File: config.mk
export PLATFORM = sky130hd
export DESIGN_NAME = rr_bus_arbiter_flat
export DESIGN_NICKNAME = d
export VERILOG_FILES = /design/src/rtl/rr_bus_arbiter_if.sv /design/src/rtl/rr_bus_arbiter.sv /design/src/flat_wrapper.sv
export SDC_FILE = /design/constraint.sdc
export NUM_CORES = 1
export LEC_CHECK = 0
export CORE_UTILIZATION = 49
export DETAILED_ROUTE_END_ITERATION = 6
export PLACE_DENSITY_LB_ADDON = 0.05
export RECOVER_POWER = 50
export SYNTH_ARGS = -nofsm -noshare
export SYNTH_HDL_FRONTEND = slang
export SYNTH_SLANG_ARGS = --single-unit
File: constraint.sdc
create_clock -name clk -period 3.24 [get_ports clk]
set_input_delay 0.324 -clock clk [delete_from_list [all_inputs] [get_ports clk]]
set_output_delay 0.324 -clock clk [all_outputs]
set_load 0.05 [all_outputs]
File: src/rtl/rr_bus_arbiter_if.sv
// ============================================================================
// Module : rr_bus_arbiter_if
// Brief  : Request, grant and data bundle between requesters and the arbiter.
// Rev    : 1.0
// ============================================================================
`default_nettype none

interface rr_bus_arbiter_if #(
  parameter int N_REQ     = 4,
  parameter int WIDTH_BUS = 2,
  parameter int SEL_W     = $clog2(N_REQ)
);

  logic [N_REQ-1:0]                req;
  logic [N_REQ-1:0][WIDTH_BUS-1:0] data_in;
  logic [N_REQ-1:0]                gnt;
  logic [SEL_W-1:0]                sel;
  logic                            busy;
  logic [WIDTH_BUS-1:0]            data_out;

  modport master (
    output req,
    output data_in,
    input  gnt,
    input  sel,
    input  busy,
    input  data_out
  );

  modport slave (
    input  req,
    input  data_in,
    output gnt,
    output sel,
    output busy,
    output data_out
  );

endinterface

`default_nettype wire

File: src/rtl/rr_bus_arbiter.sv
// ============================================================================
// Module : rr_bus_arbiter
// Brief  : Round-robin bus arbiter with tenure cap, binary select and data mux.
// Rev    : 1.0
// ============================================================================
`default_nettype none

module rr_bus_arbiter #(
  parameter int N_REQ     = 4,
  parameter int WIDTH_BUS = 2,
  parameter int MAX_HOLD  = 8,
  parameter int SEL_W     = $clog2(N_REQ)
) (
  input  wire              clk,
  input  wire              rst,
  rr_bus_arbiter_if.slave  bus
);

  localparam int HOLD_W = (MAX_HOLD > 1) ? $clog2(MAX_HOLD) : 1;
  localparam logic [HOLD_W-1:0] HOLD_LAST = HOLD_W'(MAX_HOLD - 1);
  localparam logic [SEL_W-1:0]  SEL_LAST  = SEL_W'(N_REQ - 1);

  localparam logic [0:0] ST_IDLE = 1'b0;
  localparam logic [0:0] ST_OWN  = 1'b1;

  logic [0:0]       state_q, state_d;
  logic [N_REQ-1:0] gnt_q,   gnt_d;
  logic [SEL_W-1:0] sel_q,   sel_d;
  logic             busy_q,  busy_d;
  logic [SEL_W-1:0] ptr_q,   ptr_d;
  logic [HOLD_W-1:0] hold_q, hold_d;

  logic [N_REQ-1:0] w_others;
  logic             w_owner_req;
  logic             w_grant;
  logic [SEL_W-1:0] w_grant_idx;

  // First set bit of mask in the order ptr, ptr+1, ... wrapping at N_REQ.
  function automatic logic [SEL_W-1:0] f_pick(
    input logic [N_REQ-1:0] mask,
    input logic [SEL_W-1:0] ptr
  );
    logic [SEL_W-1:0] pick;
    int               j;
    pick = ptr;
    for (int off = N_REQ - 1; off >= 0; off--) begin
      j = int'(ptr) + off;
      if (j >= N_REQ) begin
        j = j - N_REQ;
      end
      if (mask[j[SEL_W-1:0]]) begin
        pick = j[SEL_W-1:0];
      end
    end
    return pick;
  endfunction

  assign w_others    = bus.req & ~gnt_q;
  assign w_owner_req = |(bus.req & gnt_q);

  always_comb begin
    state_d     = state_q;
    gnt_d       = gnt_q;
    sel_d       = sel_q;
    busy_d      = busy_q;
    ptr_d       = ptr_q;
    hold_d      = hold_q;
    w_grant     = 1'b0;
    w_grant_idx = '0;

    case (state_q)
      ST_IDLE: begin
        if (|bus.req) begin
          w_grant     = 1'b1;
          w_grant_idx = f_pick(bus.req, ptr_q);
        end
      end
      ST_OWN: begin
        if (!w_owner_req) begin
          if (|w_others) begin
            w_grant     = 1'b1;
            w_grant_idx = f_pick(w_others, ptr_q);
          end else begin
            state_d = ST_IDLE;
            gnt_d   = '0;
            busy_d  = 1'b0;
            hold_d  = '0;
          end
        end else if ((hold_q == HOLD_LAST) && (|w_others)) begin
          // ptr already points past the owner, so it is searched last and never wins.
          w_grant     = 1'b1;
          w_grant_idx = f_pick(w_others, ptr_q);
        end else if (hold_q != HOLD_LAST) begin
          hold_d = hold_q + 1'b1;
        end
      end
      default: begin
        state_d = ST_IDLE;
        gnt_d   = '0;
        busy_d  = 1'b0;
        hold_d  = '0;
      end
    endcase

    if (w_grant) begin
      state_d = ST_OWN;
      gnt_d   = N_REQ'(1) << w_grant_idx;
      sel_d   = w_grant_idx;
      busy_d  = 1'b1;
      ptr_d   = (w_grant_idx == SEL_LAST) ? '0 : w_grant_idx + 1'b1;
      hold_d  = '0;
    end
  end

  always_ff @(posedge clk) begin
    if (rst) begin
      state_q <= ST_IDLE;
      gnt_q   <= '0;
      sel_q   <= '0;
      busy_q  <= 1'b0;
      ptr_q   <= '0;
      hold_q  <= '0;
    end else begin
      state_q <= state_d;
      gnt_q   <= gnt_d;
      sel_q   <= sel_d;
      busy_q  <= busy_d;
      ptr_q   <= ptr_d;
      hold_q  <= hold_d;
    end
  end

  assign bus.gnt      = gnt_q;
  assign bus.sel      = sel_q;
  assign bus.busy     = busy_q;
  assign bus.data_out = busy_q ? bus.data_in[sel_q] : '0;

endmodule

`default_nettype wire

File: src/flat_wrapper.sv
// flat-port wrapper written by rule: the top's interface ports become plain ports
module rr_bus_arbiter_flat 
#(
  parameter int N_REQ     = 4,
  parameter int WIDTH_BUS = 2,
  parameter int MAX_HOLD  = 8,
  parameter int SEL_W     = $clog2(N_REQ)
)
  (clk, rst, bus_req, bus_data_in, bus_gnt, bus_sel, bus_busy, bus_data_out);
  rr_bus_arbiter_if #(.N_REQ(N_REQ), .WIDTH_BUS(WIDTH_BUS), .SEL_W(SEL_W)) bus_i ();
  input  wire clk;
  input  wire rst;
  input wire logic [$bits(bus_i.req)-1:0] bus_req;
  input wire logic [$bits(bus_i.data_in)-1:0] bus_data_in;
  output wire logic [$bits(bus_i.gnt)-1:0] bus_gnt;
  output wire logic [$bits(bus_i.sel)-1:0] bus_sel;
  output wire logic [$bits(bus_i.busy)-1:0] bus_busy;
  output wire logic [$bits(bus_i.data_out)-1:0] bus_data_out;
  assign bus_i.req = bus_req;
  assign bus_i.data_in = bus_data_in;
  assign bus_gnt = bus_i.gnt;
  assign bus_sel = bus_i.sel;
  assign bus_busy = bus_i.busy;
  assign bus_data_out = bus_i.data_out;
  rr_bus_arbiter #(.N_REQ(N_REQ), .WIDTH_BUS(WIDTH_BUS), .MAX_HOLD(MAX_HOLD), .SEL_W(SEL_W)) u_core (.clk(clk), .rst(rst), .bus(bus_i));
endmodule
; Word level (Yosys, flattened, before mapping)
; Cells that the tools add are included.
[classes]
addsub = 9
n_lt_le_gt_ge = 17
n_eq_ne = 8
shifts = 1
n_mux = 101
bitwise = 4
reduce_logical = 8
[op_table]
columns = cell, n
row1 = 2-bit 2-to-1 mux, 55
row2 = "2-bit by 3-bit less-than comparator with 1-bit output, second input constant", 13
row3 = 1-bit binary-select mux with 2-bit select, 12
row4 = 1-bit 2-to-1 mux, 23
row5 = 4-bit 2-to-1 mux, 4
row6 = 3-bit 2-to-1 mux, 4
row7 = 4-bit OR reduction, 3
row8 = "3-bit greater-or-equal comparator, second input constant", 3
row9 = 4-bit bitwise AND, 2
row10 = "2-bit by 1-bit subtractor with 2-bit output, second input constant", 4
row11 = "2-bit by 2-bit adder with 3-bit output, second input constant", 2
row12 = "2-bit != test, second input constant", 3
row13 = 2-bit binary-select mux with 2-bit select, 1
row14 = "2-bit by 1-bit != test with 1-bit output, second input constant", 2
row15 = 4-bit NOT, 1
row16 = 2-bit case mux with 2 select lines, 1
row17 = 4-bit AND reduction, 1
row18 = "1-bit by 2-bit << shifter with 4-bit output, first input constant", 1
row19 = "2-bit by 1-bit adder with 3-bit output, second input constant", 1
row20 = "3-bit by 1-bit adder with 3-bit output, second input constant", 1
row21 = "3-bit == test, second input constant", 1
row22 = "2-bit by 3-bit greater-or-equal comparator with 1-bit output, second input constant", 1
row23 = "3-bit != test, second input constant", 1
row24 = 3-bit AND reduction, 1
row25 = other kinds (7), 7
[word_totals]
ff_bits = 13
in_bits = 14
output_inout_bits = 9
elab_cells = 154

; Logic depth before layout (Yosys ltp)
; Gate-level depths: netlist of the first run.
[logic_depth]
ltp_word = 18
mapped_depth = 9

; Worst setup path before layout of the first run
; OpenSTA, ideal clock, no wires.
[synth_path]
path_type = reg-to-reg
startpoint = register u_core.gnt_q[1] (netlist: u_core.bus.gnt[1])
endpoint = register u_core.ptr_q[1]
setup_ns = 0.117
t_arrival_ns = 2.476
t_required_ns = 3.123
slack_ns = 0.647
stages_incl_launch_ff = 9
path_buffers = 0
period_less_slack_ns = 2.593
path_cell_list = dfxtp_1 -> nand2b_2 -> a2111o_1 -> and3_4 -> and2_4 -> a22o_1 -> mux2_2 -> ha_1 -> a22o_1
[synth_between]
elab_chain_cells = 13
word_cells_on_any_way = 41
classes_between = add/sub: 1 / eq/ne: 1 / mux: 33 / bitwise: 3 / reduce/logical: 3
[synth_lines]
columns = element, line
row1 = from (decl), rr_bus_arbiter.sv:27  ; logic [N_REQ-1:0] gnt_q, gnt_d;
row2 = from (signal assigned), rr_bus_arbiter.sv:125  ; gnt_q <= gnt_d;
row3 = 4-bit NOT, rr_bus_arbiter.sv:58  ; assign w_others = bus.req & ~gnt_q;
row4 = 4-bit bitwise AND, rr_bus_arbiter.sv:58
row5 = 1-bit binary-select mux with 2-bit select, rr_bus_arbiter.sv:51  ; if (mask[j[SEL_W-1:0]]) begin
row6 = 1-bit 2-to-1 mux (implied by the code), rr_bus_arbiter.sv:51
row7 = 2-bit 2-to-1 mux (4 in series), rr_bus_arbiter.sv:51
row8 = 2-bit 2-to-1 mux (on tied branches), "rr_bus_arbiter.sv:80, rr_bus_arbiter.sv:89"
row9 = 2-bit 2-to-1 mux (*), rr_bus_arbiter.sv:79  ; if (!w_owner_req) begin
row10 = 2-bit case mux with 2 select lines (*), rr_bus_arbiter.sv:71  ; case (state_q)
row11 = via u_core.w_grant_idx[0], rr_bus_arbiter.sv:36  ; logic [SEL_W-1:0] w_grant_idx;
row12 = 2-bit by 1-bit adder with 2-bit output / 2-bit == test (equally long branches), rr_bus_arbiter.sv:110  ; ptr_d = (w_grant_idx == SEL_LAST) ? '0 : w_grant_idx + 1'b1;
row13 = 2-bit 2-to-1 mux (*), rr_bus_arbiter.sv:110
row14 = to (signal assigned), rr_bus_arbiter.sv:128  ; ptr_q <= ptr_d;
row15 = to (decl), rr_bus_arbiter.sv:30  ; logic [SEL_W-1:0] ptr_q, ptr_d;
; The timed path passes the listed nets; every way through them passes the cells marked *. The select of a mux whose other input is x is not followed.
; A chain may end at the register's enable or synchronous reset.

; Worst setup path after layout of the first run
[layout_path]
startpoint = input bus_req[1]
endpoint = register u_core.ptr_q[1]
[layout_between]
elab_chain_cells = 12
word_cells_on_any_way = 55
classes_between = add/sub: 1 / eq/ne: 1 / mux: 47 / bitwise: 2 / reduce/logical: 4
[layout_lines]
columns = element, line
row1 = from (decl), flat_wrapper.sv:13  ; input wire logic [$bits(bus_i.req)-1:0] bus_req;
row2 = 4-bit bitwise AND, rr_bus_arbiter.sv:58
row3 = 1-bit binary-select mux with 2-bit select, rr_bus_arbiter.sv:51
row4 = 1-bit 2-to-1 mux (implied by the code), rr_bus_arbiter.sv:51
row5 = 2-bit 2-to-1 mux (4 in series), rr_bus_arbiter.sv:51
row6 = 2-bit 2-to-1 mux (on tied branches), "rr_bus_arbiter.sv:80, rr_bus_arbiter.sv:89"
row7 = 2-bit 2-to-1 mux, rr_bus_arbiter.sv:79
row8 = 2-bit case mux with 2 select lines (*), rr_bus_arbiter.sv:71
row9 = via u_core.w_grant_idx[1], rr_bus_arbiter.sv:36
row10 = 2-bit by 1-bit adder with 2-bit output / 2-bit == test (equally long branches), rr_bus_arbiter.sv:110
row11 = 2-bit 2-to-1 mux (*), rr_bus_arbiter.sv:110
; Marked as above.

==> out/metrics.yaml, run 1 <==
global_routing:
  overflow: 0
  antenna_found_initial: 0
  grt_usage_pct: 22.4
  grt_max_degree: 16
  grt_pass1_vias: 812
  grt_pass1_wl_mm: 3.55
die:
  dieArea_sq_um: 2310
  start_util_pct: 52.4
  dieWidth_um: 48.0
  io_pins: 23
  design.core.area_sq_um: 1980
  die-height_um: 48.0
  rows: 16
routing:
  vias_per_cell: 5.94
  num_vias: 1009
  wire_per_inst_um: 14.1
  ant_nets: 0
  met2_length_mm: 1.20
  drc_errors: 0
  wl_mm: 2.40
  highest_layer: "met4"
  met1_length_mm: 1.07
  drt_first_pass_iters: 4
  drtIter0Drc: 26
  wl_met3_um: 118
yosys:
  synthCells: 120
  yosysTopAreaCell: "dfxtp_1"
  synthFlopType: "dfxtp_1"
  syn_nets: 140
  synth_top_area_share_pct: 25.1
  avgSynthCellArea_sq_um: 8.65
  yosysUniqueCellTypes: 48
  ys_top_cells_by_count: "15 x nor2_1, 13 x dfxtp_1, 8 x a21oi_1"
  yosysMostFrequentCell: "nor2_1"
  synth-edff-count: 0
  postSynth.asyncResetShare_pct: 0
  yosys_warnings: 0
  ys_seq_area_share_pct: 25.1
  ys_ff_latch: 13
  synth_area_sq_um: 1040
  synth_area_leaders: "dfxtp_1 25%, ha_1 7.2%, nor2_1 5.4%, a22o_1 5.1%, mux4_2 4.3%"
sta:
  slew_headroom_pct: 63.8
  final_max_slew_viol_count: 0
  setup_viol: 0
  min_period_over_period_pct: 87.7
  tightest_slew_ns: 0.542
  period_needed_ns: 2.84
  final-hold-violation-count: 0
  fin_skew_ns: 0.00381
  rsz0062_at_grt: "false"
  finalSetupTns_ns: 0
  fmax_ghz: 0.352
  worst_slack_ns: 0.399
layout:
  multi_input_area_sq_um: 713
  final_util_pct: 65.4
  antenna_cells: 0
  seqCellArea_sq_um: 260
  synthToLayoutAreaGrowth_pct: 24.8
  final_layout_size_suffix_gt1_share_pct: 13.3
  fillers: 172
  nets: 164
  stdcell_count: 170
setup_path:
  path_delay_family: "buffers and inverters"
  cp_num_cells: 11
  worstSetupPathType: "primary input to flop"
  crit_chain: "dlygate4sd3_1, clkbuf_1, nor4_1, clkbuf_1, nor2_1, o21ai_0, nor2_1, a31oi_1, inv_1, ha_1, a22o_1"
  cp.required_ns: 3.42
  slowest_stage: "dlygate4sd3_1"
  endpoint_kind: "flop"
  crit_buf_inv: 4
  startpoint_type: "primary input"
  crit_arrival_ns: 3.02
  r2r_cells: 8
  crit_path_max_incr_delay_ns: 0.59
  crit_path_max_fanout: 7
clocking:
  postCtsSetupRepairBufs: 0
  cts_root_buf: "clkbuf_4"
  htree_levels: 1
  cts.sinks: 13
  ctsHoldBuffers: 0
  clockBufferDepth: 2
  cts_tree: "built"
  clock_latency_ns: 0.28
  post_cts_resized: 0
  cts_inserted_buffers: 3
  path_clk_slew_ns: 0.08
placement:
  dp_hpwl_mm: 1.87
  place_ws_ns: 0.264
  portBuffers: 22
  placed_cells: 166
  globalplace.congestion: 0.794
power:
  p_clk_share_pct: 11.2
  p_int_uw: 474
  peakVddDrop_v: 0.000413
  p_leak_nw: 0.524
  switchingPower_uw: 434
  power_frac_comb_pct: 59.4
  power.density_nw_per_um2: 701
  seq_power_share_pct: 29.4
  swShare_pct: 47.8
job:
  drv_cap: 0
worst_hold_path:
  whs_path_depth: 2
  hold_path.class: "flop to flop"
run_status:
  status: "finished, final reports clean"
layer usage:
layer	global-route usage [%]	vias up
met5	0	-
met4	6.67	0
met3	2.64	2
li1	-	501
met1	29.0	477
met2	38.6	29
flip-flops by register name, summed over array words and instances, names as in the netlist:
signal           flops
u_core.bus.busy      1
u_core.bus.gnt       4
u_core.bus.sel       2
u_core.hold_q        3
u_core.ptr_q         2
u_core.state_q       1
cells by family after synthesis:
kind of cell	Yosys count	share of synthesized area, %
flops	13	25.1
compound gates	37	28.7
buf+inv	12	5.90
mux	5	7.83
simple gates	47	25.3
fa+ha+maj	6	7.23
power groups by stage:
| stage | Clock, mW | Sequential [mW] | Combinational (mW) |
|---|---|---|---|
| global placement | 0 | 0.270 | 0.543 |
| floorplan | 0 | 0.328 | 0.348 |
| CTS | 0.108 | 0.268 | 0.553 |
| global route | 0.113 | 0.274 | 0.583 |
| finish | 0.102 | 0.267 | 0.539 |
| detailed placement | 0 | 0.272 | 0.550 |
final timing paths:
check | startpoint | slack [ns] | end
setup / recovery | bus_req[1] | 0.40 | u_core.ptr_q[1]
hold / removal | u_core.hold_q[1] | 0.51 | u_core.hold_q[1]
setup reg to reg | u_core.bus.gnt[2] | 0.72 | u_core.ptr_q[1]
hold reg to reg | u_core.hold_q[1] | 0.51 | u_core.hold_q[1]
tightest hold or removal path: cells and delay by family, from the launching register on:
kind | cells | cell delay, ns
compound gates | 1 | 0.06
flops | 1 | 0.34
simple gates | 1 | 0.08
metrics by stage:
| step | hold WS, ns | power [mW] | instance area (sq um) |
|---|---|---|---|
| global route | 0.534 | 0.971 | 1300 |
| global placement | 0.474 | 0.814 | 1280 |
| CTS | 0.516 | 0.929 | 1310 |
| detailed placement | 0.494 | 0.822 | 1280 |
| finish | 0.513 | 0.908 | 1300 |
| floorplan | 0.458 | 0.677 | 1040 |
cell type report:
class | instances | area share [%]
Multi-Input combinational cell | 95 | 55.0
Sequential cell | 13 | 20.1
Timing Repair Buffer | 26 | 18.7
Tap cell | 27 | 2.61
Clock buffer | 3 | 1.74
Inverter | 5 | 1.45
Clock inverter | 1 | 0.386
layout by cell type (no fill, tap or decap), types with 2 or more instances in the layout:
| master | instances |
|---|---|
| clkdlybuf4s50_1 | 14 |
| nand2_1 | 5 |
| nor2_1 | 15 |
| ha_1 | 6 |
| nor4b_1 | 2 |
| a31oi_1 | 2 |
| inv_1 | 4 |
| a22o_1 | 6 |
| clkbuf_1 | 2 |
| o21ai_0 | 5 |
| a32oi_1 | 3 |
| nand3_1 | 3 |
| a22oi_1 | 2 |
| nor3_1 | 2 |
| clkbuf_4 | 3 |
| buf_4 | 2 |
| mux4_2 | 2 |
| nor2b_1 | 4 |
| and2_1 | 2 |
| dlygate4sd3_1 | 8 |
| a21oi_1 | 9 |
| nand2b_1 | 3 |
| dfxtp_1 | 13 |
Power figures use the tool's default switching activity.
==> run 2, diff against run 1 <==
--- a/config.mk
+++ b/config.mk
@@ -5,7 +5,7 @@
 export SDC_FILE = /design/constraint.sdc
 export NUM_CORES = 1
 export LEC_CHECK = 0
-export CORE_UTILIZATION = 49
+export CORE_UTILIZATION = 53
 export DETAILED_ROUTE_END_ITERATION = 6
 export PLACE_DENSITY_LB_ADDON = 0.05
 export RECOVER_POWER = 50
==> constraint.sdc (replaced) <==
create_clock -name clk -period 3.55 [get_ports clk]
set_input_delay 0.355 -clock clk [delete_from_list [all_inputs] [get_ports clk]]
set_output_delay 0.355 -clock clk [all_outputs]
set_load 0.05 [all_outputs]
==> out/metrics.yaml, run 2 (same netlist as run 1, synthesis figures left out) <==
run_status:
  status: "finished, final reports clean"
placement:
  dp_hpwl_mm: 1.99
  portBuffers: 22
  placed_cells: 161
  globalplace.congestion: 0.813
  dpl_cell_area_sq_um: 1250
setup_path:
  r2r_cells: 8
  cp.required_ns: 3.72
  worstSetupPathType: "primary input to flop"
  crit_arrival_ns: 3.00
  endpoint_kind: "flop"
  startpoint_type: "primary input"
  crit_path_max_fanout: 10
sta:
  period_needed_ns: 2.83
  fmax_ghz: 0.353
  final_max_slew_viol_count: 0
  final-hold-violation-count: 0
  rsz0062_at_grt: "false"
  slew_headroom_pct: 65.8
  min_period_over_period_pct: 79.8
  finalSetupTns_ns: 0
  fin_skew_ns: 0.00124
  tightest_slew_ns: 0.511
  setup_viol: 0
die:
  io_pins: 23
  die-height_um: 46.3
  design.core.area_sq_um: 1780
  dieWidth_um: 46.3
  rows: 15
  dieArea_sq_um: 2140
  start_util_pct: 58.2
layout:
  stdcell_count: 165
  final_cell_mix: "16 x nor2_1, 14 x clkdlybuf4s50_1, 13 x dfxtp_1"
  largest_register_ffs: 4
  final_layout_size_suffix_gt1_share_pct: 10.7
  fin_area_sq_um: 1260
  nets: 161
  fillers: 150
  synthToLayoutAreaGrowth_pct: 21.1
  antenna_cells: 0
  final_util_pct: 70.5
  final_common_cell: "nor2_1"
clocking:
  post_cts_resized: 0
  clockBufferDepth: 2
  cts_inserted_buffers: 3
  postCtsSetupRepairBufs: 0
  path_clk_slew_ns: 0.07
  cts_tree: "built"
  cts.sinks: 13
  ctsHoldBuffers: 0
  htree_levels: 1
  clock_latency_ns: 0.27
  cts_root_buf: "clkbuf_4"
routing:
  wl_mm: 2.51
  ant_nets: 0
  vias_per_cell: 6.06
  drtIter0Drc: 21
  wire_per_inst_um: 15.2
  drc_errors: 0
  drt_first_pass_iters: 4
  num_vias: 1000
worst_hold_path:
  whs_path_depth: 2
  hold_path.class: "flop to flop"
global_routing:
  grt_usage_pct: 26.5
  overflow: 0
  antenna_found_initial: 0
  grt_pass1_wl_mm: 4.11
  grt_max_degree: 16
  grt_pass1_vias: 964
power:
  power.density_nw_per_um2: 654
  p_leak_nw: 0.506
  peakVddDrop_v: 0.000461
job:
  drv_cap: 0
==> run 2: cell count changes in the layout (fill, tap and decap cells not counted), sizes merged <==
cell and change:
clkinv -1, buf -1, clkbuf -1
==> run 2: per-layer routing <==
layer | GRT usage (%) | routed length [um] | vias up
li1 | - | - | 492
met1 | 31.4 | 1070 | 471
met2 | 46.2 | 1280 | 28
met3 | 3.53 | 97 | 9
met4 | 12.9 | 62 | 0
met5 | 0 | 0 | -
==> run 2: worst max-delay path: stages <==
cell and delay [ns]:
dlygate4sd3_1 0.67, nor2b_1 0.23, o41ai_1 0.45, nor2_1 0.21, a31oi_1 0.44, inv_1 0.15
ha_1 0.32, a22o_1 0.19
==> run 2: layout make-up <==
cell class,count,area [sq um],area share (%)
multi-input cells,95,693,55.1
flip-flops and latches,13,260,20.7
inverters,5,18.8,1.49
well taps,25,31.3,2.49
repair buffers,23,228,18.1
clock buffers,4,26.3,2.09
==> run 2: final timing paths <==
check	endpoint	slack (ns)	startpoint
setup / recovery	u_core.ptr_q[1]	0.72	bus_req[0]
hold / removal	u_core.bus.sel[1]	0.51	u_core.bus.sel[1]
setup reg to reg	u_core.ptr_q[1]	1.06	u_core.bus.gnt[1]
hold reg to reg	u_core.bus.sel[1]	0.51	u_core.bus.sel[1]
==> run 2: metrics by stage <==
stage	worst slack, ns	hold WS, ns	total power, mW
after floorplan	0.957	0.458	0.618
after global placement	0.505	0.472	0.735
after detailed placement	0.406	0.500	0.749
after CTS	0.696	0.511	0.843
after global routing	0.558	0.544	0.877
final	0.719	0.507	0.822
==> run 2: power breakdown <==
| group | switching (mW) | internal [mW] | total [mW] |
|---|---|---|---|
| clock | 0.0464 | 0.0436 | 0.0900 |
| sequential | 0.0606 | 0.180 | 0.241 |
| combinational | 0.283 | 0.208 | 0.491 |
==> run 3, diff against run 2 <==
--- a/config.mk
+++ b/config.mk
@@ -5,7 +5,7 @@
 export SDC_FILE = /design/constraint.sdc
 export NUM_CORES = 1
 export LEC_CHECK = 0
-export CORE_UTILIZATION = 53
+export CORE_UTILIZATION = 45
 export DETAILED_ROUTE_END_ITERATION = 6
 export PLACE_DENSITY_LB_ADDON = 0.05
 export RECOVER_POWER = 50
==> constraint.sdc (replaced) <==
create_clock -name clk -period 2.49 [get_ports clk]
set_input_delay 0.249 -clock clk [delete_from_list [all_inputs] [get_ports clk]]
set_output_delay 0.249 -clock clk [all_outputs]
set_load 0.05 [all_outputs]
==> out/metrics.yaml, run 3 (same netlist as run 1, synthesis figures left out) <==
die:
  dieWidth_um: 50.0
  dieArea_sq_um: 2500
  io_pins: 23
  die-height_um: 50.0
  rows: 17
  start_util_pct: 47.4
  design.core.area_sq_um: 2190
placement:
  dp_hpwl_mm: 2.19
  placed_cells: 191
  place_ws_ns: -0.199
  portBuffers: 22
  globalplace.congestion: 0.915
layout:
  multi_input_area_sq_um: 721
  stdcell_count: 195
  nets: 188
  antenna_cells: 0
  largest_register_ffs: 4
  final_layout_size_suffix_gt1_share_pct: 29.3
  fillers: 191
  final_cell_mix: "28 x buf_4, 16 x nor2_1, 15 x clkdlybuf4s50_1"
  synthToLayoutAreaGrowth_pct: 44.1
  final_common_cell: "buf_4"
  seqCellArea_sq_um: 265
clocking:
  cts.sinks: 13
  clockBufferDepth: 2
  cts_root_buf: "clkbuf_4"
  cts_tree: "built"
  postCtsSetupRepairBufs: 0
  post_cts_resized: 0
  ctsHoldBuffers: 0
  path_clk_slew_ns: 0.09
  clock_latency_ns: 0.29
  htree_levels: 1
  cts_inserted_buffers: 3
setup_path:
  crit_arrival_ns: 2.58
  cp.required_ns: 2.68
  r2r_cells: 8
  startpoint_type: "primary input"
  slowest_stage: "clkdlybuf4s50_1"
  crit-reg2reg-launch: "u_core.bus.gnt[1]"
  crit_buf_inv: 1
  crit_chain: "clkdlybuf4s50_1, nand2b_2, a2111o_1, and3_4, and2_4, a22o_1, mux2_2, ha_1, a22o_1"
  critPathMostFrequentCell: "a22o_1"
  regToRegEndpoint: "u_core.ptr_q[1]"
  endpoint_kind: "flop"
  crit_end: "u_core.ptr_q[1]"
  cp_num_cells: 9
  rrSetupSlack_ns: 0.13
  crit_path_max_fanout: 4
  path_delay_family: "compound AO/OA/AOI/OAI gates"
  critPathLaunch: "bus_req[1]"
  worstSetupPathType: "primary input to flop"
  crit_path_max_incr_delay_ns: 0.53
global_routing:
  antenna_found_initial: 0
  grtUsageMet3_pct: 2.78
  grt_usage_pct: 24.5
  grt_util_met2_pct: 41.1
  grt_pass1_wl_mm: 4.65
  grt_pass1_vias: 1034
  grt_max_degree: 10
  overflow: 0
  gr-usage-met1_pct: 31.7
  grt.busiest_layer: "met2"
sta:
  tightest_slew_ns: 0.514
  fin_skew_ns: 0.00990
  finalSetupTns_ns: 0
  period_needed_ns: 2.39
  rsz0062_at_grt: "false"
  fmax_ghz: 0.419
  worst_slack_ns: 0.102
  min_period_over_period_pct: 95.9
  final-hold-violation-count: 0
  setup_viol: 0
  slew_headroom_pct: 65.6
  final_max_slew_viol_count: 0
routing:
  drtIter0Drc: 28
  wire_per_inst_um: 14.1
  num_vias: 1115
  ant_nets: 0
  vias_per_cell: 5.72
  wl_mm: 2.76
  drc_errors: 0
  drt_first_pass_iters: 5
run_status:
  status: "finished, final reports clean"
power:
  peakVddDrop_v: 0.000539
  power_mw: 1.34
  p_leak_nw: 0.647
  power.density_nw_per_um2: 893
job:
  drv_cap: 0
worst_hold_path:
  hold_path.class: "flop to flop"
==> run 3: where the power goes <==
part           switching [mW]  total, mW  internal, mW
registers              0.0761      0.337         0.261
clock network          0.0765      0.139        0.0624
logic                   0.446      0.860         0.414
==> run 3: metal layers <==
| layer | vias up | share of wire (%) |
|---|---|---|
| met5 | - | 0 |
| li1 | 542 | - |
| met4 | 0 | 1.5 |
| met3 | 5 | 4.2 |
| met1 | 535 | 47 |
| met2 | 33 | 47 |
==> run 3: worst min-delay path, delay by kind of cell, from the launching register on <==
kind,cells,cell delay [ns]
flip-flops,1,0.34
AND/OR/NAND/NOR,1,0.07
AO/OA/AOI/OAI,1,0.06
==> run 3: final cells by class <==
class | count | area share, %
multi-input combinational | 95 | 48.2
inverter | 5 | 1.25
clock buffer | 4 | 1.76
tap | 28 | 2.34
timing repair buffer | 50 | 28.8
sequential | 13 | 17.7
==> run 3: worst min path at each step <==
stage | depth (start not counted) | endpoint | slack [ns] | startpoint
2_1_floorplan | 2 | u_core.state_q | 0.42 | bus_req[2]
3_3_place_gp | 2 | u_core.hold_q[2] | 0.47 | u_core.hold_q[2]
3_5_place_dp | 2 | u_core.hold_q[1] | 0.49 | u_core.hold_q[1]
4_1_cts | 2 | u_core.hold_q[1] | 0.51 | u_core.hold_q[1]
5_1_grt | 1 | u_core.bus.gnt[2] | 0.53 | u_core.bus.gnt[2]
6_report | 2 | u_core.hold_q[1] | 0.50 | u_core.hold_q[1]
==> run 3: stage by stage <==
stage | utilization, % | hold WS (ns) | instance area [sq um]
finish | 68.3 | 0.497 | 1500
CTS | 68.1 | 0.506 | 1490
global route | 68.3 | 0.527 | 1500
global placement | 66.9 | 0.474 | 1470
floorplan | - | 0.416 | 1040
detailed placement | 66.9 | 0.486 | 1470
